--- src/rtl/dmem_access_ctrl_if.sv ---
// Bus bundle for dmem_access_ctrl: two requester ports (core, aux) plus the
// single data-memory port. "slave" is the controller view; "master" is the
// view of the surrounding requesters and memory.
interface dmem_access_ctrl_if #(
    parameter int ADDR_W = 32,
    parameter int DATA_W = 32
);
    // core requester
    logic              core_req;
    logic              core_we;
    logic [ADDR_W-1:0] core_addr;
    logic [DATA_W-1:0] core_wdata;
    logic [DATA_W-1:0] core_rdata;
    logic              core_ack;
    logic              core_stall;
    logic              core_err;
    // aux (debug/loader) requester
    logic              aux_req;
    logic              aux_we;
    logic [ADDR_W-1:0] aux_addr;
    logic [DATA_W-1:0] aux_wdata;
    logic [DATA_W-1:0] aux_rdata;
    logic              aux_ack;
    logic              aux_stall;
    logic              aux_err;
    // memory port
    logic [ADDR_W-1:0] mem_addr;
    logic [DATA_W-1:0] mem_wdata;
    logic [DATA_W-1:0] mem_rdata;
    logic              mem_read;
    logic              mem_write;
    logic              mem_rdy;
    // status
    logic              busy;

    modport slave (
        input  core_req, core_we, core_addr, core_wdata,
        output core_rdata, core_ack, core_stall, core_err,
        input  aux_req, aux_we, aux_addr, aux_wdata,
        output aux_rdata, aux_ack, aux_stall, aux_err,
        output mem_addr, mem_wdata, mem_read, mem_write,
        input  mem_rdata, mem_rdy,
        output busy
    );

    modport master (
        output core_req, core_we, core_addr, core_wdata,
        input  core_rdata, core_ack, core_stall, core_err,
        output aux_req, aux_we, aux_addr, aux_wdata,
        input  aux_rdata, aux_ack, aux_stall, aux_err,
        input  mem_addr, mem_wdata, mem_read, mem_write,
        output mem_rdata, mem_rdy,
        input  busy
    );
endinterface

--- src/rtl/dmem_access_ctrl.sv ---
// Data-memory access controller for the MEM stage. Arbitrates the single
// memory port between the core load/store path and the aux debug/loader
// port with a round-robin grant, and sequences the memRead/memWrite/rdy
// handshake as a two-state FSM (IDLE, WAIT).
// Optional: define DMEM_TIMEOUT_EN to abort a WAIT after TIMEOUT_CYCLES
// cycles without mem_rdy, completing with err = 1.
module dmem_access_ctrl #(
    parameter int ADDR_W = 32,
    parameter int DATA_W = 32
`ifdef DMEM_TIMEOUT_EN
    ,
    parameter int TIMEOUT_CYCLES = 64
`endif
) (
    input  logic               clk,
    input  logic               rst,
    dmem_access_ctrl_if.slave  bus
);

    typedef enum logic {S_IDLE, S_WAIT} state_t;

    localparam logic GNT_CORE = 1'b0;
    localparam logic GNT_AUX  = 1'b1;

    state_t            r_state;
    logic              r_grant;
    logic              r_last_grant;
    logic [ADDR_W-1:0] r_mem_addr;
    logic [DATA_W-1:0] r_mem_wdata;
    logic              r_mem_read;
    logic              r_mem_write;
    logic [DATA_W-1:0] r_core_rdata;
    logic [DATA_W-1:0] r_aux_rdata;
    logic              r_core_ack;
    logic              r_aux_ack;

    logic              w_core_elig;
    logic              w_aux_elig;
    logic              w_any_elig;
    logic              w_pick_aux;
    logic              w_sel_we;
    logic [ADDR_W-1:0] w_sel_addr;
    logic [DATA_W-1:0] w_sel_wdata;

`ifdef DMEM_TIMEOUT_EN
    localparam int CNT_W = (TIMEOUT_CYCLES > 2) ? $clog2(TIMEOUT_CYCLES) : 1;
    localparam logic [CNT_W-1:0] CNT_LAST = CNT_W'(TIMEOUT_CYCLES - 1);

    logic [CNT_W-1:0]  r_tmo_cnt;
    logic              r_core_err;
    logic              r_aux_err;
    logic              w_tmo_hit;

    assign w_tmo_hit = (r_tmo_cnt == CNT_LAST);
`endif

    // A requester sitting in its ack cycle is not eligible, so a held req
    // is never serviced twice; ties go to whoever was not granted last.
    assign w_core_elig = bus.core_req & ~r_core_ack;
    assign w_aux_elig  = bus.aux_req  & ~r_aux_ack;
    assign w_any_elig  = w_core_elig | w_aux_elig;
    assign w_pick_aux  = w_aux_elig & (~w_core_elig | (r_last_grant == GNT_CORE));

    assign w_sel_we    = w_pick_aux ? bus.aux_we    : bus.core_we;
    assign w_sel_addr  = w_pick_aux ? bus.aux_addr  : bus.core_addr;
    assign w_sel_wdata = w_pick_aux ? bus.aux_wdata : bus.core_wdata;

    // Grant/access FSM; all memory strobes and requester responses registered.
    always_ff @(posedge clk) begin
        if (rst) begin
            r_state      <= S_IDLE;
            r_grant      <= GNT_CORE;
            r_last_grant <= GNT_AUX;
            r_mem_addr   <= '0;
            r_mem_wdata  <= '0;
            r_mem_read   <= 1'b0;
            r_mem_write  <= 1'b0;
            r_core_rdata <= '0;
            r_aux_rdata  <= '0;
            r_core_ack   <= 1'b0;
            r_aux_ack    <= 1'b0;
`ifdef DMEM_TIMEOUT_EN
            r_tmo_cnt    <= '0;
            r_core_err   <= 1'b0;
            r_aux_err    <= 1'b0;
`endif
        end else begin
            r_core_ack <= 1'b0;
            r_aux_ack  <= 1'b0;
`ifdef DMEM_TIMEOUT_EN
            r_core_err <= 1'b0;
            r_aux_err  <= 1'b0;
`endif
            case (r_state)
                S_IDLE: begin
                    if (w_any_elig) begin
                        r_grant      <= w_pick_aux;
                        r_last_grant <= w_pick_aux;
                        r_mem_addr   <= w_sel_addr;
                        r_mem_wdata  <= w_sel_wdata;
                        r_mem_read   <= ~w_sel_we;
                        r_mem_write  <= w_sel_we;
                        r_state      <= S_WAIT;
`ifdef DMEM_TIMEOUT_EN
                        r_tmo_cnt    <= '0;
`endif
                    end
                end
                S_WAIT: begin
                    if (bus.mem_rdy) begin
                        if (r_mem_read) begin
                            if (r_grant == GNT_AUX) r_aux_rdata  <= bus.mem_rdata;
                            else                    r_core_rdata <= bus.mem_rdata;
                        end
                        if (r_grant == GNT_AUX) r_aux_ack  <= 1'b1;
                        else                    r_core_ack <= 1'b1;
                        r_mem_read  <= 1'b0;
                        r_mem_write <= 1'b0;
                        r_state     <= S_IDLE;
                    end
`ifdef DMEM_TIMEOUT_EN
                    else if (w_tmo_hit) begin
                        // Abort: reads return zero, the requester sees err.
                        if (r_mem_read) begin
                            if (r_grant == GNT_AUX) r_aux_rdata  <= '0;
                            else                    r_core_rdata <= '0;
                        end
                        if (r_grant == GNT_AUX) begin
                            r_aux_ack <= 1'b1;
                            r_aux_err <= 1'b1;
                        end else begin
                            r_core_ack <= 1'b1;
                            r_core_err <= 1'b1;
                        end
                        r_mem_read  <= 1'b0;
                        r_mem_write <= 1'b0;
                        r_state     <= S_IDLE;
                    end else begin
                        r_tmo_cnt <= r_tmo_cnt + 1'b1;
                    end
`endif
                end
                default: r_state <= S_IDLE;
            endcase
        end
    end

    assign bus.mem_addr   = r_mem_addr;
    assign bus.mem_wdata  = r_mem_wdata;
    assign bus.mem_read   = r_mem_read;
    assign bus.mem_write  = r_mem_write;
    assign bus.core_rdata = r_core_rdata;
    assign bus.aux_rdata  = r_aux_rdata;
    assign bus.core_ack   = r_core_ack;
    assign bus.aux_ack    = r_aux_ack;
    assign bus.core_stall = bus.core_req & ~r_core_ack;
    assign bus.aux_stall  = bus.aux_req  & ~r_aux_ack;
    assign bus.busy       = (r_state == S_WAIT);
`ifdef DMEM_TIMEOUT_EN
    assign bus.core_err   = r_core_err;
    assign bus.aux_err    = r_aux_err;
`else
    assign bus.core_err   = 1'b0;
    assign bus.aux_err    = 1'b0;
`endif

endmodule

--- src/flat_wrapper.sv ---
// flat-port wrapper written by rule: the top's interface ports become plain ports
module dmem_access_ctrl_flat 
#(
    parameter int ADDR_W = 32,
    parameter int DATA_W = 32

)
  (clk, rst, bus_core_req, bus_core_we, bus_core_addr, bus_core_wdata, bus_core_rdata, bus_core_ack, bus_core_stall, bus_core_err, bus_aux_req, bus_aux_we, bus_aux_addr, bus_aux_wdata, bus_aux_rdata, bus_aux_ack, bus_aux_stall, bus_aux_err, bus_mem_addr, bus_mem_wdata, bus_mem_read, bus_mem_write, bus_mem_rdata, bus_mem_rdy, bus_busy);
  dmem_access_ctrl_if #(.ADDR_W(ADDR_W), .DATA_W(DATA_W)) bus_i ();
  input  logic clk;
  input  logic rst;
  input wire logic [$bits(bus_i.core_req)-1:0] bus_core_req;
  input wire logic [$bits(bus_i.core_we)-1:0] bus_core_we;
  input wire logic [$bits(bus_i.core_addr)-1:0] bus_core_addr;
  input wire logic [$bits(bus_i.core_wdata)-1:0] bus_core_wdata;
  output wire logic [$bits(bus_i.core_rdata)-1:0] bus_core_rdata;
  output wire logic [$bits(bus_i.core_ack)-1:0] bus_core_ack;
  output wire logic [$bits(bus_i.core_stall)-1:0] bus_core_stall;
  output wire logic [$bits(bus_i.core_err)-1:0] bus_core_err;
  input wire logic [$bits(bus_i.aux_req)-1:0] bus_aux_req;
  input wire logic [$bits(bus_i.aux_we)-1:0] bus_aux_we;
  input wire logic [$bits(bus_i.aux_addr)-1:0] bus_aux_addr;
  input wire logic [$bits(bus_i.aux_wdata)-1:0] bus_aux_wdata;
  output wire logic [$bits(bus_i.aux_rdata)-1:0] bus_aux_rdata;
  output wire logic [$bits(bus_i.aux_ack)-1:0] bus_aux_ack;
  output wire logic [$bits(bus_i.aux_stall)-1:0] bus_aux_stall;
  output wire logic [$bits(bus_i.aux_err)-1:0] bus_aux_err;
  output wire logic [$bits(bus_i.mem_addr)-1:0] bus_mem_addr;
  output wire logic [$bits(bus_i.mem_wdata)-1:0] bus_mem_wdata;
  output wire logic [$bits(bus_i.mem_read)-1:0] bus_mem_read;
  output wire logic [$bits(bus_i.mem_write)-1:0] bus_mem_write;
  input wire logic [$bits(bus_i.mem_rdata)-1:0] bus_mem_rdata;
  input wire logic [$bits(bus_i.mem_rdy)-1:0] bus_mem_rdy;
  output wire logic [$bits(bus_i.busy)-1:0] bus_busy;
  assign bus_i.core_req = bus_core_req;
  assign bus_i.core_we = bus_core_we;
  assign bus_i.core_addr = bus_core_addr;
  assign bus_i.core_wdata = bus_core_wdata;
  assign bus_core_rdata = bus_i.core_rdata;
  assign bus_core_ack = bus_i.core_ack;
  assign bus_core_stall = bus_i.core_stall;
  assign bus_core_err = bus_i.core_err;
  assign bus_i.aux_req = bus_aux_req;
  assign bus_i.aux_we = bus_aux_we;
  assign bus_i.aux_addr = bus_aux_addr;
  assign bus_i.aux_wdata = bus_aux_wdata;
  assign bus_aux_rdata = bus_i.aux_rdata;
  assign bus_aux_ack = bus_i.aux_ack;
  assign bus_aux_stall = bus_i.aux_stall;
  assign bus_aux_err = bus_i.aux_err;
  assign bus_mem_addr = bus_i.mem_addr;
  assign bus_mem_wdata = bus_i.mem_wdata;
  assign bus_mem_read = bus_i.mem_read;
  assign bus_mem_write = bus_i.mem_write;
  assign bus_i.mem_rdata = bus_mem_rdata;
  assign bus_i.mem_rdy = bus_mem_rdy;
  assign bus_busy = bus_i.busy;
  dmem_access_ctrl #(.ADDR_W(ADDR_W), .DATA_W(DATA_W)) u_core (.clk(clk), .rst(rst), .bus(bus_i));
endmodule
--- config.mk ---
export PLATFORM = sky130hd
export DESIGN_NAME = dmem_access_ctrl_flat
export DESIGN_NICKNAME = d
export VERILOG_FILES = /design/src/rtl/dmem_access_ctrl_if.sv /design/src/rtl/dmem_access_ctrl.sv /design/src/flat_wrapper.sv
export SDC_FILE = /design/constraint.sdc
export NUM_CORES = 1
export LEC_CHECK = 0
export CAP_MARGIN = 25
export CORE_MARGIN = 2
export CORE_UTILIZATION = 39
export CTS_CLUSTER_SIZE = 20
export DETAILED_ROUTE_END_ITERATION = 16
export PLACE_DENSITY = 0.8
export REMOVE_ABC_BUFFERS = 1
export SLEW_MARGIN = 20
export SYNTH_ARGS = -nofsm -noshare
export SYNTH_HDL_FRONTEND = slang
export SYNTH_SLANG_ARGS = --single-unit
--- constraint.sdc ---
create_clock -name clk -period 1.64 [get_ports clk]
set_clock_uncertainty 0.05 [all_clocks]
set_input_delay 0.328 -clock clk [delete_from_list [all_inputs] [get_ports clk]]
set_output_delay 0.328 -clock clk [all_outputs]
set_load 0.02 [all_outputs]
-- Yosys cells after proc, flatten, opt, wreduce, memory -nomap -nowiden
Index checks and enable logic that the tools add are counted.
- $add $sub $neg: 0
- multiply operators: 0
- divide/modulo/power cells: 0
- magnitude comparators: 0
- equal/unequal tests: 2
- shifts and indexed selects: 0
- mux-type cells: 13
- bitwise operators: 13
- reductions and logical operators: 5
- operators with widths (operator ; number):
    $mux W32 ; 2
    $mux W1 ; 8
    $not A1 Y1 ; 8
    $reduce_and A4 Y1 ; 2
    $pmux W1 S2 ; 3
    $reduce_and A2 Y1 ; 2
    $and A1 B1 Y1 ; 3
    $reduce_or A3 Y1 ; 1
    $ne A2 B1 Y1 const B ; 1
    $ne A2 B2 Y1 const B ; 1
    $or A1 B1 Y1 ; 2
- register bits: 135
- latch bits: 0
- bits in writable memories: 0
- bits in read-only memories: 0
- input port bits: 167
- output and inout bits: 137
- word-level logic and storage cells: 44
- memories kept: 0

-- Logic depth before layout (Yosys ltp)
- depth after elaboration: 9
- depth in mapped cells: 7
- gate-level depth less buffers: 5

-- Least setup slack after synthesis
No wires, ideal clock.
- kind: register -> register
- start: register u_core.r_aux_ack, in the netlist u_core.bus.aux_ack
- end: register u_core.r_mem_wdata[10], in the netlist u_core.bus.mem_wdata[10]
- setup time: 0.081 ns
- data arrival time: 1.373 ns
- required time: 1.509 ns
- path slack: 0.135 ns
- stages on the path, launching flop included: 7
- buffers on the path: 2
- period minus slack after synthesis: 1.505 ns
- cell sequence: dfxtp_1 nand2b_4 a21o_1 buf_4 buf_2 a21oi_1 a211oi_2
- cells in the longest elaborated chain, start to end: 4
- elaborated cells on any way between the ends: 6
- classes of those cells: 1 x mux; 4 x bitwise; 1 x reduce/logical
- ends and longest elaborated chain (item ; line ; RTL):
    from (decl) ; dmem_access_ctrl.sv:35 ; logic r_aux_ack;
    from (signal assigned) ; dmem_access_ctrl.sv:81 ; r_aux_ack <= 1'b0;
    from (signal assigned) ; dmem_access_ctrl.sv:89 ; r_aux_ack <= 1'b0;
    from (signal assigned) ; dmem_access_ctrl.sv:115 ; if (r_grant == GNT_AUX) r_aux_ack <= 1'b1;
    $not A1 Y1 (*) ; dmem_access_ctrl.sv:60 ; assign w_aux_elig = bus.aux_req & ~r_aux_ack;
    $and A1 B1 Y1 (*) ; dmem_access_ctrl.sv:60 ;
    $and A1 B1 Y1 or $or A1 B1 Y1 (tied branches) ; dmem_access_ctrl.sv:62, dmem_access_ctrl.sv:61 ;
    $mux W32 or $reduce_and A2 Y1 (tied branches) ; -- ;
    to (signal assigned) ; dmem_access_ctrl.sv:100 ; r_mem_wdata <= w_sel_wdata;
    to (decl) ; dmem_access_ctrl.sv:29 ; logic [DATA_W-1:0] r_mem_wdata;
Mark *: on every way between the ends. The rest lies on a longest branch, timed or not.
A chain may end at the register's enable or synchronous reset.

-- Final worst setup path
- start: register u_core.r_state, in the netlist u_core.bus.busy
- end: output port bus_busy
- RTL lines (item ; line ; RTL):
    from (decl) ; dmem_access_ctrl.sv:25 ; state_t r_state;
    from (signal assigned) ; dmem_access_ctrl.sv:71 ; r_state <= S_IDLE;
    from (signal assigned) ; dmem_access_ctrl.sv:103 ; r_state <= S_WAIT;
    from (signal assigned) ; dmem_access_ctrl.sv:119 ; r_state <= S_IDLE;
    to (decl) ; flat_wrapper.sv:34 ; output wire logic [$bits(bus_i.busy)-1:0] bus_busy;
No word-level cell between the ends.

==> impl_metrics.tcl <==
set metrics [dict create \
    ant_nets 0 \
    min_period_ns 1.58 \
    vias 5864 \
    totalWireLength_mm 20.3 \
    rr_endpoint "u_core.bus.mem_wdata[13]" \
    cts_hold_buffers 0 \
    die_area_sq_mm 0.0151 \
    ys_top_cells_by_area "dfxtp_1 49%, nand2_1 13%, a21oi_1 12%, a211oi_2 11%, nor2_1 4.6%" \
    r2r_cells 7 \
    globalplace.congestion 0.791 \
    die_h_um 123 \
    syn_to_final_growth_pct 68.2 \
    dpl.hpwl_mm 13.9 \
    slew_viol_final 0 \
    port_buffers 301 \
    cts.clk_slew.worst_paths_ns 0.06 \
    num_antenna_cells 0 \
    synth_area_sq_mm 0.00551 \
    hold_violations 0 \
    yosysTopAreaCell "dfxtp_1" \
    core_area_sq_mm 0.0138 \
    layout-drive-gt1-share 0.124 \
    p_leak_nw 4.00 \
    critPathRequiredTime_ns 1.26 \
    cp_num_buf_inv 1 \
    cts-root-buf "clkbuf_16" \
    synth_area_per_cell_sq_um 8.22 \
    worstHoldEndpoint "u_core.bus.core_rdata[12]" \
    placed_cell_area_sq_mm 0.00880 \
    pin_count 304 \
    setup_viol 0 \
    critPathTopFamily "flip-flops" \
    antenna_found_initial 0 \
    row_count 43 \
    vdd_drop_max_mv 0.897 \
    insertion_delay_ns 0.43 \
    first_pass_iters 8 \
    cts_sinks 135 \
    clock_path_buffers 2 \
    cts_tree "built" \
    top_usage_layer "met2" \
    final.period_utilization 0.961 \
    htreeDepth 4 \
    grt_start_max_net_pins 55 \
    globalRouteMet1Util 0.284 \
    worstHoldPathType "in2reg" \
    grt_pass1_vias 5642 \
    status "completed" \
    ff2ff_setup_slack_ns 0.08 \
    hold_depth 2 \
    drc_errors 0 \
    grt_pass1_wl_mm 29.5 \
    cp_max_fo 6 \
    synth_cells 670 \
    vias_per_cell 5.07 \
    final_area_sq_mm 0.00926 \
    critical_path_arrival_ns 1.20 \
    met3_usage 0.134 \
    max_stage_delay_ns 0.43 \
    gr-usage-met2 0.411 \
    yosys_warnings 0 \
    ys_ff_latch 135 \
    drt_iter0_drc 353 \
    nFillCells 1146 \
    cp-end-kind "output port" \
    synth_cell_types 25 \
    start_kind "flip-flop" \
    synth_top_area_share 0.491 \
    final_core_util 0.670 \
    wl_per_cell_um 17.6 \
    path_cells "clkdlybuf4s15_1" \
    cp_slowest_cell "dfxtp_1" \
    fin_nets 1130 \
    grt_overflow 0 \
    min-delay-start "rst" \
    grt_use_total 0.255 \
    cts_made_buffers 17 \
    fmax_mhz 635 \
    cellPowerDensity_mw_per_mm2 988 \
    drv_cap 0 \
    initial_core_util 0.398 \
    seq_area_frac_synth 0.491 \
    r2r_start "u_core.bus.core_ack" \
    worstSetupPathType "reg2out" \
    die_x_um 123 \
]
## kinds of logic after synthesis
group,count (synthesis),share of synthesized area
simple gates,272,0.192
buf+inv,60,0.0539
other cells,1,0.000681
mux,1,0.00182
compound gates,201,0.261
flops,135,0.491
## timing repair
item                                    in CTS  in global routing
endpoints found under the setup margin     135                  4
cloned                                       0                  2
resized for setup                          140                  4
pin swaps                                    0                  1
buffers inserted                             0                  2
## synthesized netlist by cell type
master	count
a211o_1	1
a211oi_1	14
a211oi_2	50
a21o_1	1
a21oi_1	131
a21oi_2	1
a32o_1	1
and3b_1	1
buf_2	24
buf_4	11
clkbuf_1	22
conb_1	1
dfxtp_1	135
inv_1	3
mux2i_1	1
nand2_1	193
nand2b_1	3
nand2b_4	1
nand3_1	1
nand4_1	1
nor2_1	68
nor2_4	1
nor3_1	3
o21ai_0	1
o31a_1	1
## worst max path at each step
stage	to	startpoint	depth (start not counted)
2_1_floorplan	u_core.bus.mem_write	u_core.bus.core_ack	4
3_5_place_dp	u_core.bus.mem_wdata[13]	bus_core_req	6
3_3_place_gp	bus_aux_stall	bus_aux_req	4
4_1_cts	bus_aux_stall	bus_aux_req	4
5_1_grt	u_core.bus.mem_addr[6]	u_core.bus.core_ack	7
6_report	bus_busy	u_core.bus.busy	1
## sequential cells by signal (all words and copies together), names as in the netlist
| signal | cells |
|---|---|
| u_core.bus.core_ack | 1 |
| u_core.r_last_grant | 1 |
| u_core.r_grant | 1 |
| u_core.bus.mem_write | 1 |
| u_core.bus.mem_wdata | 32 |
| u_core.bus.core_rdata | 32 |
| u_core.bus.aux_rdata | 32 |
| u_core.bus.mem_addr | 32 |
| u_core.bus.aux_ack | 1 |
| u_core.bus.busy | 1 |
| u_core.bus.mem_read | 1 |
## routing by layer
layer	wire length (um)	vias to the layer above
li1	-	2838
met1	7700	2746
met2	9470	247
met3	2580	33
met4	551	0
met5	0	-
## layout by cell type (no fill, tap or decap), types with 2 or more instances in the layout
cell	count
nand2_1	193
clkdlybuf4s50_1	165
dfxtp_1	135
dlygate4sd2_1	132
a21oi_1	131
nor2_1	66
a211oi_2	52
clkbuf_16	19
buf_4	17
a211oi_1	12
buf_12	11
clkinv_4	7
inv_1	3
nor3_1	3
nand2b_1	2
nor2_2	2
conb_1	2
clkbuf_1	2
inv_6	2
clkinv_2	2
buf_2	2
## where the power goes
part / switching (mW) / internal, mW
combinational: 1.01 / 0.901
sequential: 0.104 / 3.48
clock: 1.55 / 2.10
## stage by stage
step                setup TNS [ns]  power [mW]  hold WS [ns]  worst slack, ns  cells
floorplan                   -83.42        4.52         0.343           -0.906    614
global placement            -20.23        5.63         0.391           -0.312   1120
detailed placement          -23.50        5.66         0.397           -0.359   1120
CTS                              0        9.15         0.220          0.00460   1152
global route               -0.0365        9.49         0.233         -0.00821   1156
finish                           0        9.15         0.234           0.0645   1156
## final cells by class
type	count	area [sq um]	area share
multi-input combinational	476	2540	0.274
clock inverter	13	126	0.0136
timing repair buffer	330	3230	0.348
clock buffer	19	433	0.0467
inverter	3	11.3	0.00122
tap	180	225	0.0243
sequential	135	2700	0.292
Power figures use the tool's default switching activity.
